## src/rtl/packet_tx_scheduler.sv

```systemverilog
// Packet TX scheduler: arbitrates the composer datapath between TCHECK, FLUSH
// and PUT packets, one packet at a time with an inter-packet gap, and also
// produces the periodic termination-check tick and the flush-pass completion.
module packet_tx_scheduler #(
    parameter int TICK_PERIOD  = 125000000,
    parameter int STARVE_LIMIT = 4,
    parameter int GAP_WIDTH    = 32
) (
    input  logic                 clk,
    input  logic                 reset_n,
    input  logic                 tcheck_req,
    input  logic                 flush_req,
    input  logic                 put_req,
    input  logic [31:0]          num_keys,
    input  logic [GAP_WIDTH-1:0] interpkt_gap_cycles,
    input  logic                 tick_enable,
    input  logic                 pkt_done,
    output logic [2:0]           grant,
    output logic                 busy,
    output logic                 tick,
    output logic                 flush_complete
);

    localparam int TICK_W   = $clog2(TICK_PERIOD);
    localparam int STARVE_W = $clog2(STARVE_LIMIT + 1);
    localparam logic [TICK_W-1:0]   TICK_LAST  = TICK_W'(TICK_PERIOD - 1);
    localparam logic [STARVE_W-1:0] STARVE_MAX = STARVE_W'(STARVE_LIMIT);

    typedef enum logic [1:0] {
        IDLE  = 2'd0,
        GRANT = 2'd1,
        GAP   = 2'd2
    } state_t;

    state_t                state_q, state_d;
    logic [2:0]            grant_q, grant_d;
    logic [GAP_WIDTH-1:0]  gap_q, gap_d;
    logic [STARVE_W-1:0]   starve_q, starve_d;
    logic [31:0]           flushed_q, flushed_d;
    logic                  flush_complete_q, flush_complete_d;
    logic [TICK_W-1:0]     tick_cnt_q, tick_cnt_d;
    logic                  tick_q, tick_d;

    logic [2:0]            win;
    logic                  flush_ok;
    logic                  put_starved;

    // Pick the request that would be granted this cycle if the FSM is idle.
    always_comb begin
        win         = 3'b000;
        flush_ok    = flush_req && (num_keys != 32'd0);
        put_starved = put_req && (starve_q == STARVE_MAX);
        if (tcheck_req) begin
            win = 3'b001;
        end else if (put_starved) begin
            win = 3'b100;
        end else if (flush_ok) begin
            win = 3'b010;
        end else if (put_req) begin
            win = 3'b100;
        end
    end

    // Packet sequencing FSM, starvation counter and flush-pass bookkeeping.
    always_comb begin
        state_d          = state_q;
        grant_d          = grant_q;
        gap_d            = gap_q;
        starve_d         = starve_q;
        flushed_d        = flushed_q;
        flush_complete_d = 1'b0;
        case (state_q)
            IDLE: begin
                if (win != 3'b000) begin
                    grant_d = win;
                    state_d = GRANT;
                end
                // PUT grant resets the starvation count; FLUSH grants bump it.
                if (win[2]) begin
                    starve_d = '0;
                end else if (win[1]) begin
                    if (starve_q != STARVE_MAX) begin
                        starve_d = starve_q + STARVE_W'(1);
                    end
                end else if (!put_req) begin
                    starve_d = '0;
                end
            end
            GRANT: begin
                if (pkt_done) begin
                    grant_d = 3'b000;
                    if (grant_q[1]) begin
                        if (flushed_q + 32'd1 == num_keys) begin
                            flushed_d        = '0;
                            flush_complete_d = 1'b1;
                        end else begin
                            flushed_d = flushed_q + 32'd1;
                        end
                    end
                    // The gap length is latched here so later changes cannot stretch it.
                    if (interpkt_gap_cycles == '0) begin
                        state_d = IDLE;
                    end else begin
                        gap_d   = interpkt_gap_cycles;
                        state_d = GAP;
                    end
                end
            end
            GAP: begin
                gap_d = gap_q - GAP_WIDTH'(1);
                if (gap_q == GAP_WIDTH'(1)) begin
                    state_d = IDLE;
                end
            end
            default: begin
                state_d = IDLE;
                grant_d = 3'b000;
            end
        endcase
    end

    // Free-running tick counter; disabled means parked at zero with no pulse.
    always_comb begin
        tick_cnt_d = tick_cnt_q;
        tick_d     = 1'b0;
        if (!tick_enable) begin
            tick_cnt_d = '0;
        end else if (tick_cnt_q == TICK_LAST) begin
            tick_cnt_d = '0;
            tick_d     = 1'b1;
        end else begin
            tick_cnt_d = tick_cnt_q + TICK_W'(1);
        end
    end

    // State registers; reset aborts any packet in flight immediately.
    always_ff @(posedge clk or negedge reset_n) begin
        if (!reset_n) begin
            state_q          <= IDLE;
            grant_q          <= 3'b000;
            gap_q            <= '0;
            starve_q         <= '0;
            flushed_q        <= '0;
            flush_complete_q <= 1'b0;
            tick_cnt_q       <= '0;
            tick_q           <= 1'b0;
        end else begin
            state_q          <= state_d;
            grant_q          <= grant_d;
            gap_q            <= gap_d;
            starve_q         <= starve_d;
            flushed_q        <= flushed_d;
            flush_complete_q <= flush_complete_d;
            tick_cnt_q       <= tick_cnt_d;
            tick_q           <= tick_d;
        end
    end

    assign grant          = grant_q;
    assign busy           = (state_q != IDLE);
    assign tick           = tick_q;
    assign flush_complete = flush_complete_q;

endmodule

```

## config.mk

```make
export PLATFORM = sky130hd
export DESIGN_NAME = packet_tx_scheduler
export DESIGN_NICKNAME = d
export VERILOG_FILES = /design/src/rtl/packet_tx_scheduler.sv
export SDC_FILE = /design/constraint.sdc
export NUM_CORES = 1
export LEC_CHECK = 0
export ABC_AREA = 1
export BUFFER_PORTS_ARGS = -buffer_cell sky130_fd_sc_hd__clkbuf_2
export CAP_MARGIN = 20
export CORE_MARGIN = 5
export CORE_UTILIZATION = 55
export DETAILED_ROUTE_END_ITERATION = 8
export GPL_TIMING_DRIVEN = 0
export PLACE_DENSITY = 0.78
export SKIP_LAST_GASP = 1
export SLEW_MARGIN = 20
export SYNTH_ARGS = -nofsm -noshare
export SYNTH_HDL_FRONTEND = slang
export SYNTH_SLANG_ARGS = --single-unit
```

## constraint.sdc

```tcl
create_clock -name clk -period 2.3 [get_ports clk]
set_clock_uncertainty 0.05 [all_clocks]
set_input_delay 0.575 -clock clk [delete_from_list [all_inputs] [get_ports clk]]
set_output_delay 0.575 -clock clk [all_outputs]
set_load 0.01 [all_outputs]
```

# [After elaboration in Yosys (flattened, before gate mapping)]
# Cells that the tools add are included.
[classes] n_addsub=4 mul=0 n_div=0 order_cmp=0 n_eq_ne=13 n_shift=0 mux=28 n_bitwise=1 reduce_logical=13
[ops] cell="$mux 32" count=3
[ops] cell="$pmux 32 s2" count=1
[ops] cell="$mux 27" count=2
[ops] cell="$add 32x1->32 const B" count=1
[ops] cell="$eq 32x1->1 const B" count=1
[ops] cell="$eq 32x32->1" count=1
[ops] cell="$logic_not 32->1" count=1
[ops] cell="$reduce_bool 32->1" count=1
[ops] cell="$sub 32x1->32 const B" count=1
[ops] cell="$mux 3" count=10
[ops] cell="$add 27x1->27 const B" count=1
[ops] cell="$eq 27x27->1 const B" count=1
[ops] cell="$reduce_and 3->1" count=5
[ops] cell="$pmux 3 s3" count=1
[ops] cell="$mux 2" count=4
[ops] cell="$ne 2x2->1 const B" count=4
[ops] cell="$mux 1" count=6
[ops] cell="$ne 3x1->1 const B" count=2
[ops] cell="$pmux 2 s3" count=1
[ops] cell="$reduce_bool 2->1" count=2
[ops] cell="$add 3x1->3 const B" count=1
[ops] cell="$eq 3x3->1 const B" count=1
[ops] cell="$ne 3x3->1 const B" count=1
[ops] cell="$reduce_bool 3->1" count=1
[ops] cell="other kinds (5)" count=6
[totals] ff_bits=101 latch_bits=0 ram_bits=0 rom_bits=0 out_inout_bits=6 wordCells=67 mem_count=0

# [Depth between registers and ports, before layout]
[logic_depth] ltp_word=8 ltp_mapped=17

# [Worst setup path before layout]
# Ideal clock, no wire load.
[synth_path] path_type="reg-to-reg" startpoint="register flushed_q[0]" endpoint="register flushed_q[19]" t_arrival_ns=2.023 t_required_ns=2.133 path_slack_ns=0.111 stages_incl_launch_ff=18 n_path_buf=1 synth_period_minus_slack_ns=2.189 cell_sequence="dfrtp_1 ha_1 nand2_2 nor2_4 nand2_1 nor2_4 nand2_1 nand2_1 nand2_1 nand2_1 nand2_1 nor2_1 nand2_1 nor2_1 nand3_2 buf_6 nand2_1 nand2_1"
[synth_via] elab_chain_cells=3
[synth_lines] item="start: declaration" line_no="39" text="logic [31:0] flushed_q, flushed_d;"
[synth_lines] item="start signal: assignment" line_no="152" text="flushed_q <= flushed_d;"
[synth_lines] item="$add 32x1->32 (*)" line_no="93, 97"
[synth_lines] item="$eq 32x32->1" line_no="93" text="if (flushed_q + 32'd1 == num_keys) begin"
[synth_lines] item="$mux 32 (*)" line_no="93"
# Every way passes the cells marked *; elsewhere a longest branch is shown, timed or not.
# A chain may end at the register's enable or synchronous reset.

# [Worst setup path after layout]
[layout_path] startpoint="register flushed_q[0]" endpoint="register flushed_q[29]"
# Same word-level chain as after synthesis.

==> results.ini <==
[synthesis]
yosys.area.top_type=dfrtp_1
synthesis.nets=1333
ys_types=33
synth_top_area_share_pct=33.33
yosysWarningCount=0
synth_seq_cells=101
netlist_top_cells_area=dfrtp_1 (33%), nand2_1 (23%), nor2_1 (8.9%)
syn-cell-area_sq_um=7584
synth_area_per_cell_sq_um=6.038
syn_inst=1256
yosysSeqAreaShare_pct=33.33

[floorplan]
rows=43
core_area_sq_um=13720
initial_core_util_pct=55.28
dieHeight_um=127.4
dieWidth_um=127.4
io_pins=77
dieArea_sq_um=16240

[timing]
slew_headroom_pct=54.81
setup_ws_ns=-0.2974
fmax_ghz=0.3850
drv_slew=0
setup_violations=33
fin_crit_ns=2.597
worstMarginPinSlew_ns=0.6779
min_period_over_period_pct=112.9
rsz0062_at_grt=yes
hold_viol_final=0

[routing]
wl_per_cell_um=14.48
totalWireLength_mm=22.62
drc=0
dr.first_iter.drc_count=750
routed_via_density=5.451
ant_nets=0
drt_pass1_iterations=8
vias=8515

[critical_path]
critical-path-max-stage-delay_ns=0.43
endpoint_kind=flip-flop
cp-start-kind=flip-flop
critical_path_class=reg2reg
critPathRequiredTime_ns=2.50
r2r_slack_ns=-0.30
path_cells=ha_4, nand2_4, nor2_4, nand2_4, nor2_4, buf_6, nand3_2, nand3_1, nand2_2, nor2_2, nand2_1, nor2_2, nand3_4, buf_6, nand2_2, nand2_1
path_delay_family=simple AND/OR/NAND/NOR gates
path_buf_inv=2
cp.arrival_ns=2.79
crit_path_max_fanout=7
worst_path_max_delay_cell=dfrtp_1

[cts]
cts_tree=yes
cts_root_buffer=clkbuf_16
clk_pin_slew_ns=0.07
clkLatencyLatePin_ns=0.35
cts_made_buffers=9
cts_buffer_depth=2
cts.htree.levels=3
holdBufCountCts=0
cts_sinks=101

[place]
gp_congestion=0.9579
portBuffers=76
placedInstanceArea_sq_um=8225
dp_hpwl_mm=16.47

[hold_path]
hold_path_class=in2async

[finish]
syn2layout_area_growth_pct=21.28
drive_gt1_share_pct=18.52
antennaDiodeCount=0
nets=1455
finalInstanceArea_sq_um=9198

[global_routing]
grt_util_all_layers_pct=27.85
grt_overflow=0
grt_pass1_wl_mm=36.60
grt_pass1_vias=7777
grt_antenna_before_repair=0
grt_max_degree=84

[power]
p_sw_mw=2.449
leakage_nw=4.459
clock_power_share_pct=23.3
p_comb_share_pct=35.4
swShare_pct=40.34
p_total_mw=6.071
p_int_mw=3.622
max-vdd-ir-drop_mv=0.5383
seq_power_share_pct=41.3
p_per_area_nw_per_um2=660.1

[run_status]
status=complete, but fails checks
violations=negative setup slack

[flow_run]
maxCapViolCount=0

-- synthesized netlist by cell type, drive strengths merged --
master  instances
nand2         468
nor2          190
inv           160
nand3         115
dfrtp         101
nor3           34
o21ai          32
a21oi          30
nand4          23
nor4           22
clkbuf         19
xor2           17
nand3b          8
ha              6
o211ai          6
a31oi           4
buf             4
a211oi          3
or2             3
a21boi          2
and2            2
o22ai           2
a22oi           1
nor3b           1
o21a            1
o21bai          1
xnor2           1
-- state kept, by name, indices dropped and copies added, names as in the netlist --
signal	cells
gap_q	32
grant	3
starve_q	3
flush_complete	1
flushed_q	32
tick	1
state_q	2
tick_cnt_q	27
-- final cells by class --
type	count	area [sq um]
Clock inverter	3	21.27
Tap cell	180	225.2
Multi-Input combinational cell	972	4741
Clock buffer	12	236.5
Buffer	23	117.6
Timing Repair Buffer	111	723.2
Sequential cell	101	2532
Fill cell	1277	4522
Inverter	160	600.6
-- path summary, 6_finish.rpt --
path	startpoint	cells past startpoint	endpoint
max	flushed_q[0]$_DFFE_PN0P_	16	flushed_q[29]$_DFFE_PN0P_
min	reset_n	1	flushed_q[1]$_DFFE_PN0P_
max reg2reg	flushed_q[0]$_DFFE_PN0P_	16	flushed_q[29]$_DFFE_PN0P_
min reg2reg	tick_cnt_q[26]$_DFF_PN0_	1	tick_cnt_q[26]$_DFF_PN0_
max in group asynchronous	reset_n	2	flushed_q[12]$_DFFE_PN0P_
min in group clk	interpkt_gap_cycles[3]	3	gap_q[3]$_DFFE_PN0P_
-- what timing repair did --
action / in CTS / in global routing
gates cloned: 3 / 0
setup endpoints to repair: 49 / 65
resized for setup: 68 / 79
setup buffers: 19 / 12
pin swaps: 26 / 26
-- kinds of logic (layout without fill, tap and decap cells) --
family | count (synthesis) | in the layout | share of synthesized area [%]
buffers and inverters | 183 | 309 | 9.355
flip-flops | 101 | 101 | 33.33
AND/OR/NAND/NOR | 866 | 866 | 48.28
XOR/XNOR | 18 | 18 | 2.079
adder cells (fa/ha/maj) | 6 | 6 | 0.9899
AO/OA/AOI/OAI | 82 | 82 | 5.972
-- metrics by stage --
stage               instances  TNS, ns  hold slack [ns]  util (%)  worst slack, ns
floorplan                1256        0           0.2294         -           0.1106
global placement         1512  -112.52           0.4017     59.69          -0.8803
detailed placement       1513   -25.36           0.4057     59.95          -0.4740
CTS                      1550   -6.559          0.03230     64.71          -0.2128
global route             1562   -13.38          0.03640     67.04          -0.4197
finish                   1562   -9.257          0.03553     67.04          -0.2974
-- power by group through the flow --
stage | logic [mW] | clock network [mW] | registers [mW]
2_1_floorplan | 1.41 | 0 | 2.43
3_3_place_gp | 1.93 | 0 | 2.50
3_5_place_dp | 1.98 | 0 | 2.50
4_1_cts | 2.08 | 1.44 | 2.48
5_1_grt | 2.48 | 1.51 | 2.55
6_report | 2.15 | 1.41 | 2.51
-- metal layers --
layer	part of all wire [%]	global-route usage, %	vias up	routed length, um
met1	44	37.47	3852	9854
met3	6.8	3.344	82	1534
li1	-	-	4240	-
met4	3.6	11.29	0	816
met5	0	0	-	0
met2	46	45.71	341	10420
-- layout by cell type, fill, tap and decap left out, types with 3 or more instances in the layout --
cell type	synthesis	layout
nand2_1	466	403
nor2_1	180	162
inv_1	160	157
nand3_1	114	102
dfrtp_1	101	97
clkbuf_2	0	77
nand2_2	2	60
nor3_1	34	30
a21oi_1	30	30
o21ai_0	30	28
buf_4	0	25
nand4_1	23	23
nor4_1	22	20
nor2_2	4	17
clkbuf_1	19	17
xor2_1	17	17
nor2_4	6	11
nand3_2	1	10
buf_6	3	10
clkbuf_16	0	9
nand3b_1	8	8
o211ai_1	6	6
nand2_4	0	5
ha_1	6	5
a31oi_1	4	4
dfrtp_2	0	4
inv_2	0	3
a211oi_1	3	3
nand3_4	0	3
nor3_2	0	3
or2_2	3	3
-- worst reg2reg max path, cell delays in order (launching register included) --
cell and delay [ns]:
dfrtp_1 0.43, ha_4 0.18, nand2_4 0.06, nor2_4 0.21, nand2_4 0.10, nor2_4 0.26
buf_6 0.14, nand3_2 0.07, nand3_1 0.11, nand2_2 0.07, nor2_2 0.08, nand2_1 0.07
nor2_2 0.15, nand3_4 0.19, buf_6 0.21, nand2_2 0.05, nand2_1 0.05
Note: power is estimated with default switching activity, not from simulation.
